--- src/rtl/step_decoder.sv ---
// Step-strobe decoder: turns five one-hot step strobes into a registered stage index and checks their order.
// Define STEP_DECODER_WDOG_EN to compile in the SYNC-state no-strobe watchdog (error code 3).
module step_decoder #(
    parameter int CNT_W      = 16,
    parameter int WDOG_LIMIT = 8
) (
    input  logic             iCLK,
    input  logic             iRST,
    input  logic             iSTEP1,
    input  logic             iSTEP2,
    input  logic             iSTEP3,
    input  logic             iSTEP4,
    input  logic             iSTEP5,
    input  logic             iERR_CLR,
    output logic [2:0]       oSTAGE,
    output logic             oVALID,
    output logic             oCYCLE_DONE,
    output logic [CNT_W-1:0] oCYCLE_CNT,
    output logic             oERR,
    output logic [1:0]       oERR_CODE
);

    localparam logic [1:0] ST_IDLE = 2'd0;
    localparam logic [1:0] ST_SYNC = 2'd1;
    localparam logic [1:0] ST_ERR  = 2'd2;

    localparam logic [1:0] CODE_NONE  = 2'd0;
    localparam logic [1:0] CODE_MULTI = 2'd1;
    localparam logic [1:0] CODE_ORDER = 2'd2;
    localparam logic [1:0] CODE_WDOG  = 2'd3;

    localparam logic [CNT_W-1:0] CNT_ONE = {{(CNT_W-1){1'b0}}, 1'b1};

    if (CNT_W < 1) begin : g_bad_cnt_w
        $error("step_decoder: CNT_W must be at least 1");
    end
    if (WDOG_LIMIT < 1) begin : g_bad_wdog_limit
        $error("step_decoder: WDOG_LIMIT must be at least 1");
    end

    logic [4:0] strobes;
    logic [2:0] hot_cnt;
    logic [2:0] hot_idx;
    logic       multi_hot;
    logic       single_hot;

    logic [1:0]       state,      state_d;
    logic [2:0]       exp_step,   exp_d;
    logic [2:0]       stage_d;
    logic             valid_d;
    logic             done_d;
    logic [CNT_W-1:0] cnt_d;
    logic             err_d;
    logic [1:0]       code_d;

`ifdef STEP_DECODER_WDOG_EN
    localparam int WDOG_W = $clog2(WDOG_LIMIT + 1);
    logic [WDOG_W-1:0] wdog_cnt, wdog_d;
`endif

    assign strobes = {iSTEP5, iSTEP4, iSTEP3, iSTEP2, iSTEP1};

    // Population count plus the index of the (only, when single) high strobe, numbered 1..5.
    always_comb begin
        hot_cnt = 3'd0;
        hot_idx = 3'd0;
        for (int i = 0; i < 5; i++) begin
            if (strobes[i]) begin
                hot_cnt = hot_cnt + 3'd1;
                hot_idx = 3'(i + 1);
            end
        end
    end

    assign multi_hot  = (hot_cnt > 3'd1);
    assign single_hot = (hot_cnt == 3'd1);

    always_comb begin
        // NOTE: every next-value signal gets a default here so no branch can infer a latch.
        state_d = state;
        exp_d   = exp_step;
        stage_d = oSTAGE;
        valid_d = 1'b0;
        done_d  = 1'b0;
        cnt_d   = oCYCLE_CNT;
        err_d   = oERR;
        code_d  = oERR_CODE;
`ifdef STEP_DECODER_WDOG_EN
        wdog_d  = '0;
`endif

        case (state)
            ST_IDLE: begin
                stage_d = 3'd0;
                if (multi_hot) begin
                    state_d = ST_ERR;
                    err_d   = 1'b1;
                    code_d  = CODE_MULTI;
                end else if (single_hot && hot_idx == 3'd1) begin
                    state_d = ST_SYNC;
                    stage_d = 3'd1;
                    valid_d = 1'b1;
                    exp_d   = 3'd2;
                end
            end

            ST_SYNC: begin
                if (multi_hot) begin
                    state_d = ST_ERR;
                    stage_d = 3'd0;
                    err_d   = 1'b1;
                    code_d  = CODE_MULTI;
                end else if (single_hot) begin
                    if (hot_idx == exp_step) begin
                        stage_d = hot_idx;
                        valid_d = 1'b1;
                        exp_d   = (hot_idx == 3'd5) ? 3'd1 : hot_idx + 3'd1;
                        if (hot_idx == 3'd5) begin
                            done_d = 1'b1;
                            cnt_d  = oCYCLE_CNT + CNT_ONE;
                        end
                    end else begin
                        state_d = ST_ERR;
                        stage_d = 3'd0;
                        err_d   = 1'b1;
                        code_d  = CODE_ORDER;
                    end
                end else begin
`ifdef STEP_DECODER_WDOG_EN
                    // The edge that would bring the idle run up to WDOG_LIMIT is the error edge.
                    if (wdog_cnt == WDOG_W'(WDOG_LIMIT - 1)) begin
                        state_d = ST_ERR;
                        stage_d = 3'd0;
                        err_d   = 1'b1;
                        code_d  = CODE_WDOG;
                    end else begin
                        wdog_d = wdog_cnt + WDOG_W'(1);
                    end
`endif
                end
            end

            ST_ERR: begin
                stage_d = 3'd0;
                if (iERR_CLR) begin
                    state_d = ST_IDLE;
                    exp_d   = 3'd1;
                    err_d   = 1'b0;
                    code_d  = CODE_NONE;
                end
            end

            default: begin
                state_d = ST_IDLE;
                stage_d = 3'd0;
                exp_d   = 3'd1;
            end
        endcase
    end

    always_ff @(posedge iCLK) begin
        if (iRST) begin
            state       <= ST_IDLE;
            exp_step    <= 3'd1;
            oSTAGE      <= 3'd0;
            oVALID      <= 1'b0;
            oCYCLE_DONE <= 1'b0;
            oCYCLE_CNT  <= '0;
            oERR        <= 1'b0;
            oERR_CODE   <= CODE_NONE;
`ifdef STEP_DECODER_WDOG_EN
            wdog_cnt    <= '0;
`endif
        end else begin
            state       <= state_d;
            exp_step    <= exp_d;
            oSTAGE      <= stage_d;
            oVALID      <= valid_d;
            oCYCLE_DONE <= done_d;
            oCYCLE_CNT  <= cnt_d;
            oERR        <= err_d;
            oERR_CODE   <= code_d;
`ifdef STEP_DECODER_WDOG_EN
            wdog_cnt    <= wdog_d;
`endif
        end
    end

endmodule

--- config.mk ---
export PLATFORM = sky130hd
export DESIGN_NAME = step_decoder
export DESIGN_NICKNAME = d
export VERILOG_FILES = /design/src/rtl/step_decoder.sv
export SDC_FILE = /design/constraint.sdc
export NUM_CORES = 1
export LEC_CHECK = 0
export BUFFER_PORTS_ARGS = -buffer_cell sky130_fd_sc_hd__buf_2
export CAP_MARGIN = 20
export CORE_MARGIN = 5
export CORE_UTILIZATION = 52
export CTS_BUF_LIST = sky130_fd_sc_hd__clkbuf_8
export DETAILED_ROUTE_END_ITERATION = 7
export GPL_TIMING_DRIVEN = 0
export PLACE_DENSITY = 0.89
export SLEW_MARGIN = 15
export SYNTH_ARGS = -nofsm -noshare
export SYNTH_HDL_FRONTEND = slang
export SYNTH_SLANG_ARGS = --single-unit
--- constraint.sdc ---
create_clock -name iCLK -period 3.3 [get_ports iCLK]
set_clock_uncertainty 0.05 [all_clocks]
set_input_delay 0.165 -clock iCLK [delete_from_list [all_inputs] [get_ports iCLK]]
set_output_delay 0.165 -clock iCLK [all_outputs]
set_load 0.01 [all_outputs]
==> reports/qor.csv, run 1 <==
stage,metric,value,unit
status,status,finished clean,
setup_path,"Worst Path Class, Setup",primary input to flop,
timing,Total Neg Setup Slack,0,ns
timing,setup violators final,0,
setup_path,Worst EP arrival,3.28,ns
setup_path,Worst path most repeated cell,ha_1,
power_and_ir_drop,LEAKAGE,0.9813,nW
placement,dpl hpwl,3277,um
logic_synthesis,Syn Inst Count,226,
logic_synthesis,"EDFF count, synth",0,
routing,DRC violations left,0,
placement,Port-buffer cells,31,
timing,worst-margin pin slew,1.190,ns
timing,Slew headroom,0.1998,
global_route,vias in the first global route,1691,
cts,number of setup buffers added after CTS,0,
global_route,Total Routing Usage GR,0.1874,
setup_path,"Slowest-stage cell, CP",or4b_4,
logic_synthesis,"Cell Area, Synth",0.001906,mm2
routing,WL final,4495,um
logic_synthesis,library cells used by synthesis,55,
floorplan,top-level I/O count,32,
cts,root buffer cell,clkbuf_8,
routing,Iteration-0 DRC Markers,155,
floorplan,die area,0.004975,mm2
finish,Finished Core Util,0.6166,
setup_path,Crit Path Max Fanout,8,
worst_hold_path,Hold WC Path Type,primary input to flop,
worst_hold_path,min-delay src,iRST,
finish,"Area growth, synth to finish",16.68,%
logic_synthesis,Yosys reg bits,29,
finish,layout net count,282,
routing,vias per inst,5.668,
finish,Final Cell Area,0.002223,mm2
logic_synthesis,"Top FF cell, synth",dfxtp_1,
setup_path,reg-to-reg critical path startpoint,exp_step[1],
routing,1st-pass router iterations,4,
setup_path,r2r endpoint,exp_step[0],
setup_path,Worst R2R Path Depth,5,
logic_synthesis,sequential-to-total area share from yosys stat,0.3047,
floorplan,Core Area,0.003606,mm2
setup_path,crit-path cells,"buf_2, inv_1, ha_1, buf_6, xor2_1, ha_1, nand2b_1, o21a_1, ha_1, xnor3_2, or4b_4, nor3_4, nand3_1, mux2_4",
timing,part of the cycle the worst path needs,0.9559,
timing,Fmax,0.3170,GHz
floorplan,DIE WIDTH,70.54,um
finish,ratio of cells with drive above 1 in the final layout,0.2453,
placement,GP Congestion,0.9090,
floorplan,Initial Util,0.5285,
setup_path,R2R setup slack,0.94,ns
setup_path,critical path required time,3.43,ns
cts,# hold bufs at CTS,0,
logic_synthesis,Post-Syn Nets,244,
cts,Max Root-Sink Buffers,2,
logic_synthesis,asr flop ratio synth,0,
worst_hold_path,Hold Crit Depth,3,
finish,"commonest non-fill, non-tap cell in the layout",buf_2,
global_route,first-pass GRT wire length,7562,um
finish,# diodes,0,
cts,CTS buffer count,5,
setup_path,CP Capture Type,flop,
timing,max-slew violations,0,
power_and_ir_drop,pwr dens,417.6,mW/mm2
global_route,initial antenna violation count,0,
timing,"Hold Vio Cnt, Final",0,
logic_synthesis,Post-Syn Area per Cell,8.432,um2
floorplan,die height,70.54,um
timing,Tmin final,3.154,ns
timing,hold slack,0.1993,ns
cts,insertion delay to the later sink of the worst-skew pair,0.29,ns
job,max-cap check violation count,0,
routing,Routed wire per std cell,14.36,um
cts,clk sinks,29,
setup_path,CP Launch Type,primary input,
cts,clock-pin slew on the worst setup and hold paths,0.07,ns
placement,placed instance area,0.002121,mm2
global_route,pin count of the biggest net entering global routing,11,
global_route,remaining global-route overflow,0,
cts,H-tree depth,2,
timing,RSZ-0062 raised after global routing,no,
routing,DR vias,1774,
power_and_ir_drop,worst vdd rail ir drop,320.5,uV
finish,fillers,312,
logic_synthesis,Synth Warn #,0,
worst_hold_path,WHS Endpoint,oSTAGE[2],
setup_path,Crit path largest cell delay,0.55,ns
floorplan,# rows,22,
finish,"commonest cells after routing, fill and taps aside","32 x buf_2, 31 x nor2_1, 29 x dfxtp_1",
routing,Routed Antenna Nets,0,
cts,CTS tree,yes,
critical path: cells and delay by family:
family / cells / cell delay (ns)
AO/OA/AOI/OAI: 1 / 0.11
XOR/XNOR: 2 / 0.59
adder cells (fa/ha/maj): 3 / 0.74
buffers and inverters: 3 / 0.38
multiplexers: 1 / 0.30
AND/OR/NAND/NOR: 4 / 0.99
power by group:
group	switching, mW	internal, mW	total, mW
Sequential	0.0107	0.367	0.378
Clock	0.151	0.145	0.296
Combinational	0.141	0.113	0.254
Total	0.303	0.626	0.929
how the worst max path moves through the flow:
stage | from | to
floorplan | iSTEP1 | oCYCLE_CNT[12]
global placement | iSTEP2 | oCYCLE_CNT[12]
detailed placement | iSTEP2 | oCYCLE_CNT[12]
CTS | iSTEP2 | oERR_CODE[0]
global route | iSTEP2 | oCYCLE_CNT[12]
finish | iSTEP2 | oCYCLE_CNT[15]
what timing repair did:
action / in CTS / in global routing
endpoints found under the hold margin: 0 / 0
endpoints found under the setup margin: 1 / 4
pin swaps: 0 / 0
gates cloned: 0 / 0
gates resized for setup: 1 / 3
Yosys cell counts (3+ instances only):
master     n  share of area
clkbuf_1   4         0.0079
nand3_1   11          0.029
mux2i_1    4          0.021
o21ai_0    5          0.013
and3_1     4          0.013
xor2_1     8          0.037
nor4_1     4          0.013
nor3_1     9          0.024
xnor2_1    8          0.037
a21oi_1    6          0.016
or3_1      3         0.0099
nor2b_1    5          0.016
mux2_2     3          0.018
inv_1     12          0.024
nor3b_1    5          0.020
a31oi_1    5          0.016
dfxtp_1   29           0.30
nand2_1   17          0.033
nor2_1    31          0.061
nand2b_1   3         0.0099
ha_1      10          0.066
routing by layer:
metal  vias to the layer above  global-route usage  share of wire
met4                         0             0.07307          0.012
met2                        65              0.3004           0.48
met1                       828              0.2423           0.44
met3                         8             0.04830          0.062
met5                         -                   0              0
li1                        873                   -              -
metrics by stage:
stage                     cells  worst slack (ns)  total power, mW
final                       313            0.1456           0.9285
after global routing        313          0.008391           0.9732
after CTS                   313           0.07537           0.9247
after detailed placement    305           -0.3250           0.6288
after global placement      305           -0.2528           0.6207
after floorplan             226            0.1672           0.5751
final cells by class:
class	count	area [um2]	area share
Buffer	9	57.56	0.02589
Tap cell	48	60.06	0.02701
Inverter	13	48.80	0.02195
Clock inverter	3	17.52	0.007878
Sequential cell	29	580.6	0.2611
Clock buffer	5	68.82	0.03095
Multi-Input combinational cell	175	1235	0.5554
Timing Repair Buffer	31	155.1	0.06978
registers in the layout, indices dropped and copies added, names as in the netlist:
| register | cells |
|---|---|
| oVALID | 1 |
| state | 2 |
| oCYCLE_CNT | 16 |
| oCYCLE_DONE | 1 |
| exp_step | 3 |
| oSTAGE | 3 |
| oERR_CODE | 2 |
| oERR | 1 |
cells by family (layout without fill, tap and decap cells):
kind of cell | Yosys count | after routing | synth area share
compound gates | 36 | 36 | 0.1425
xor+xnor | 19 | 19 | 0.1064
fa+ha+maj | 10 | 10 | 0.06566
buf+inv | 22 | 61 | 0.05580
flops | 29 | 29 | 0.3047
mux | 8 | 8 | 0.04662
simple gates | 102 | 102 | 0.2784
No activity file was read; power rests on OpenSTA's default activity.
==> run 2, diff against run 1 <==
Clock period 3.3 ns to 2.5 ns, I/O delays scaled along.
==> run 2 against run 1 <==
The run now ends with negative setup slack left. Sequential share of layout area is 1.8 points lower. Register-to-register slack worse by 0.72 ns. Worst setup slack got worse by 0.23 ns. Global-route usage barely moved. Critical path type unchanged. Largest cell class unchanged. Largest power group unchanged. Highest routed layer unchanged.
==> reports/qor.csv, run 2 (synthesis results as in run 1) <==
stage,metric,value,unit,change
status,status,"complete, but fails checks",,
status,failing checks,negative setup slack,,
routing,DR vias,1827,,+3.0%
placement,placed instance area,0.002186,mm2,+3.1%
timing,max-slew violations,0,,unchanged
timing,worst-margin pin slew,0.8460,ns,-0.3441 ns
timing,hold slack,0.1649,ns,-0.03434 ns
placement,GP Congestion,0.9599,,+5.6%
power_and_ir_drop,Clock Power Share,0.302,,-0.017
finish,Post-Layout Cell Count,319,,+1.9%
cts,root buffer cell,clkbuf_8,,
cts,H-tree depth,2,,unchanged
finish,# diodes,0,,unchanged
worst_hold_path,WHS Endpoint,state[1],,
setup_path,Crit Path Max Fanout,5,,-3
routing,1st-pass router iterations,5,,+1
cts,insertion delay to the later sink of the worst-skew pair,0.29,ns,about the same
timing,RSZ-0062 raised after global routing,yes,,
finish,layout net count,288,,+2.1%
finish,"commonest non-fill, non-tap cell in the layout",nor2_1,,
global_route,remaining global-route overflow,0,,unchanged
floorplan,die area,0.004975,mm2,unchanged
cts,CTS buffer count,5,,unchanged
job,max-cap check violation count,0,,unchanged
placement,Setup WS pre-CTS,-0.7757,ns,-0.4507 ns
power_and_ir_drop,LEAKAGE,1.066,nW,+8.6%
power_and_ir_drop,worst vdd rail ir drop,346.7,uV,+8.2%
setup_path,CP Launch Type,primary input,,
routing,Iteration-0 DRC Markers,107,,-31%
placement,dpl hpwl,3406,um,+4.0%
timing,setup violators final,9,,+9
routing,DRC violations left,0,,unchanged
finish,Final Cell Area,0.002389,mm2,+7.4%
timing,part of the cycle the worst path needs,1.036,,
setup_path,CP Capture Type,flop,,
cts,# hold bufs at CTS,0,,unchanged
timing,setup slack after layout,-0.08918,ns,-0.2348 ns
setup_path,r2r endpoint,oERR,,
timing,Fmax,0.3862,GHz,
routing,Routed wire per std cell,14.94,um,+4.0%
setup_path,"Worst Path Class, Setup",primary input to flop,,
power_and_ir_drop,register share of total power,0.405,,-0.002
power_and_ir_drop,Net Sw Power,0.3895,mW,+29%
power_and_ir_drop,pwr dens,513.7,mW/mm2,+23%
floorplan,DIE WIDTH,70.54,um,unchanged
finish,Sequential Area,580.6,um2,unchanged
cts,Max Root-Sink Buffers,2,,unchanged
placement,placed cell count,305,,unchanged
worst_hold_path,Hold Crit Depth,4,,+1
global_route,initial antenna violation count,0,,unchanged
routing,vias per inst,5.727,,+1.1%
worst_hold_path,min-delay src,iERR_CLR,,
setup_path,critical path required time,2.67,ns,-0.76 ns
finish,max reg flops,16,,unchanged
power_and_ir_drop,Net Sw Frac,0.3174,,-0.008661
cts,clock-pin slew on the worst setup and hold paths,0.06,ns,about the same
placement,Port-buffer cells,31,,unchanged
timing,Tmin final,2.589,ns,
power_and_ir_drop,Combinational Power Share,0.293,,+0.019
setup_path,Worst EP arrival,2.76,ns,-0.52 ns
routing,WL final,4766,um,+6.0%
worst_hold_path,Hold WC Path Type,primary input to flop,,
global_route,pin count of the biggest net entering global routing,14,,+3
finish,fillers,298,,-4.5%
finish,ratio of cells with drive above 1 in the final layout,0.3100,,+0.06468
setup_path,CP startpoint,iSTEP2,,
setup_path,Worst R2R Path Depth,8,,+3
power_and_ir_drop,P_int,0.8376,mW,+34%
finish,Largest regs,"oCYCLE_CNT: 16 flops, exp_step: 3 flops, oSTAGE: 3 flops",,
setup_path,R2R setup slack,0.22,ns,-0.72 ns
cts,CTS tree,yes,,
floorplan,Initial Util,0.5285,,unchanged
floorplan,Core Area,0.003606,mm2,unchanged
floorplan,die height,70.54,um,unchanged
cts,clk sinks,29,,unchanged
finish,multi-input logic area,0.001319,mm2,+6.8%
finish,Largest Register,oCYCLE_CNT,,
finish,"commonest cells after routing, fill and taps aside","31 x nor2_1, 30 x buf_2, 29 x dfxtp_1",,
global_route,Total Routing Usage GR,0.1872,,-0.0002403
timing,"Hold Vio Cnt, Final",0,,unchanged
floorplan,top-level I/O count,32,,unchanged
timing,Slew headroom,0.4271,,+0.2273
global_route,vias in the first global route,1682,,-0.53%
setup_path,reg-to-reg critical path startpoint,state[1],,
routing,Routed Antenna Nets,0,,unchanged
finish,"Area growth, synth to finish",25.34,%,
global_route,first-pass GRT wire length,7507,um,-0.73%
floorplan,# rows,22,,unchanged
-- run 2: area by class of cell --
| class | count | share of cell area |
|---|---|---|
| Sequential cell | 29 | 0.2431 |
| Buffer | 7 | 0.01729 |
| Multi-Input combinational cell | 175 | 0.5521 |
| Clock inverter | 3 | 0.005762 |
| Inverter | 13 | 0.02672 |
| Timing Repair Buffer | 39 | 0.1011 |
| Clock buffer | 5 | 0.02881 |
| Tap cell | 48 | 0.02514 |
-- run 2: worst max-delay path by stage --
stage                                end  cells past startpoint
after CTS                 oCYCLE_CNT[15]                     13
after detailed placement  oCYCLE_CNT[15]                     14
final                      oCYCLE_CNT[7]                     13
after floorplan           oCYCLE_CNT[15]                     13
after global routing      oCYCLE_CNT[15]                     13
after global placement    oCYCLE_CNT[15]                     14
-- run 2: repair_timing --
action,CTS,global route
pin swaps,6,2
setup endpoints to repair,26,16
gates resized for setup,12,6
setup buffers,6,1
-- run 2: worst max-delay path: stages --
cell      delay (ns)
buf_12          0.11
inv_12          0.04
ha_4            0.20
xor2_2          0.17
ha_1            0.28
nand2b_4        0.11
o21a_1          0.12
ha_2            0.16
xnor3_2         0.29
or4b_4          0.53
buf_6           0.16
or3_4           0.33
a21oi_2         0.13
-- run 2: power by group through the flow --
| stage | Sequential [mW] | Combinational (mW) | Clock (mW) |
|---|---|---|---|
| after CTS | 0.497 | 0.348 | 0.376 |
| after floorplan | 0.512 | 0.259 | 0 |
| after global placement | 0.506 | 0.328 | 0 |
| after global routing | 0.501 | 0.388 | 0.396 |
| after detailed placement | 0.508 | 0.337 | 0 |
| final | 0.497 | 0.359 | 0.370 |
-- run 2: metal layers --
metal | wire length [um] | part of all wire | global-route usage | vias to the layer above
met4 | 104 | 0.022 | 0.06889 | 0
li1 | - | - | - | 881
met5 | 0 | 0 | 0 | -
met2 | 2419 | 0.51 | 0.3212 | 47
met3 | 268 | 0.056 | 0.05682 | 13
met1 | 1973 | 0.41 | 0.2206 | 886
-- run 2: stage by stage --
stage | total power, mW | util | TNS, ns
final | 1.227 | 0.6624 | -0.4519
after global routing | 1.285 | 0.6624 | -2.276
after CTS | 1.222 | 0.6489 | -0.2901
after detailed placement | 0.8443 | 0.6062 | -13.25
after global placement | 0.8349 | 0.6062 | -12.27
after floorplan | 0.7701 | - | -1.939
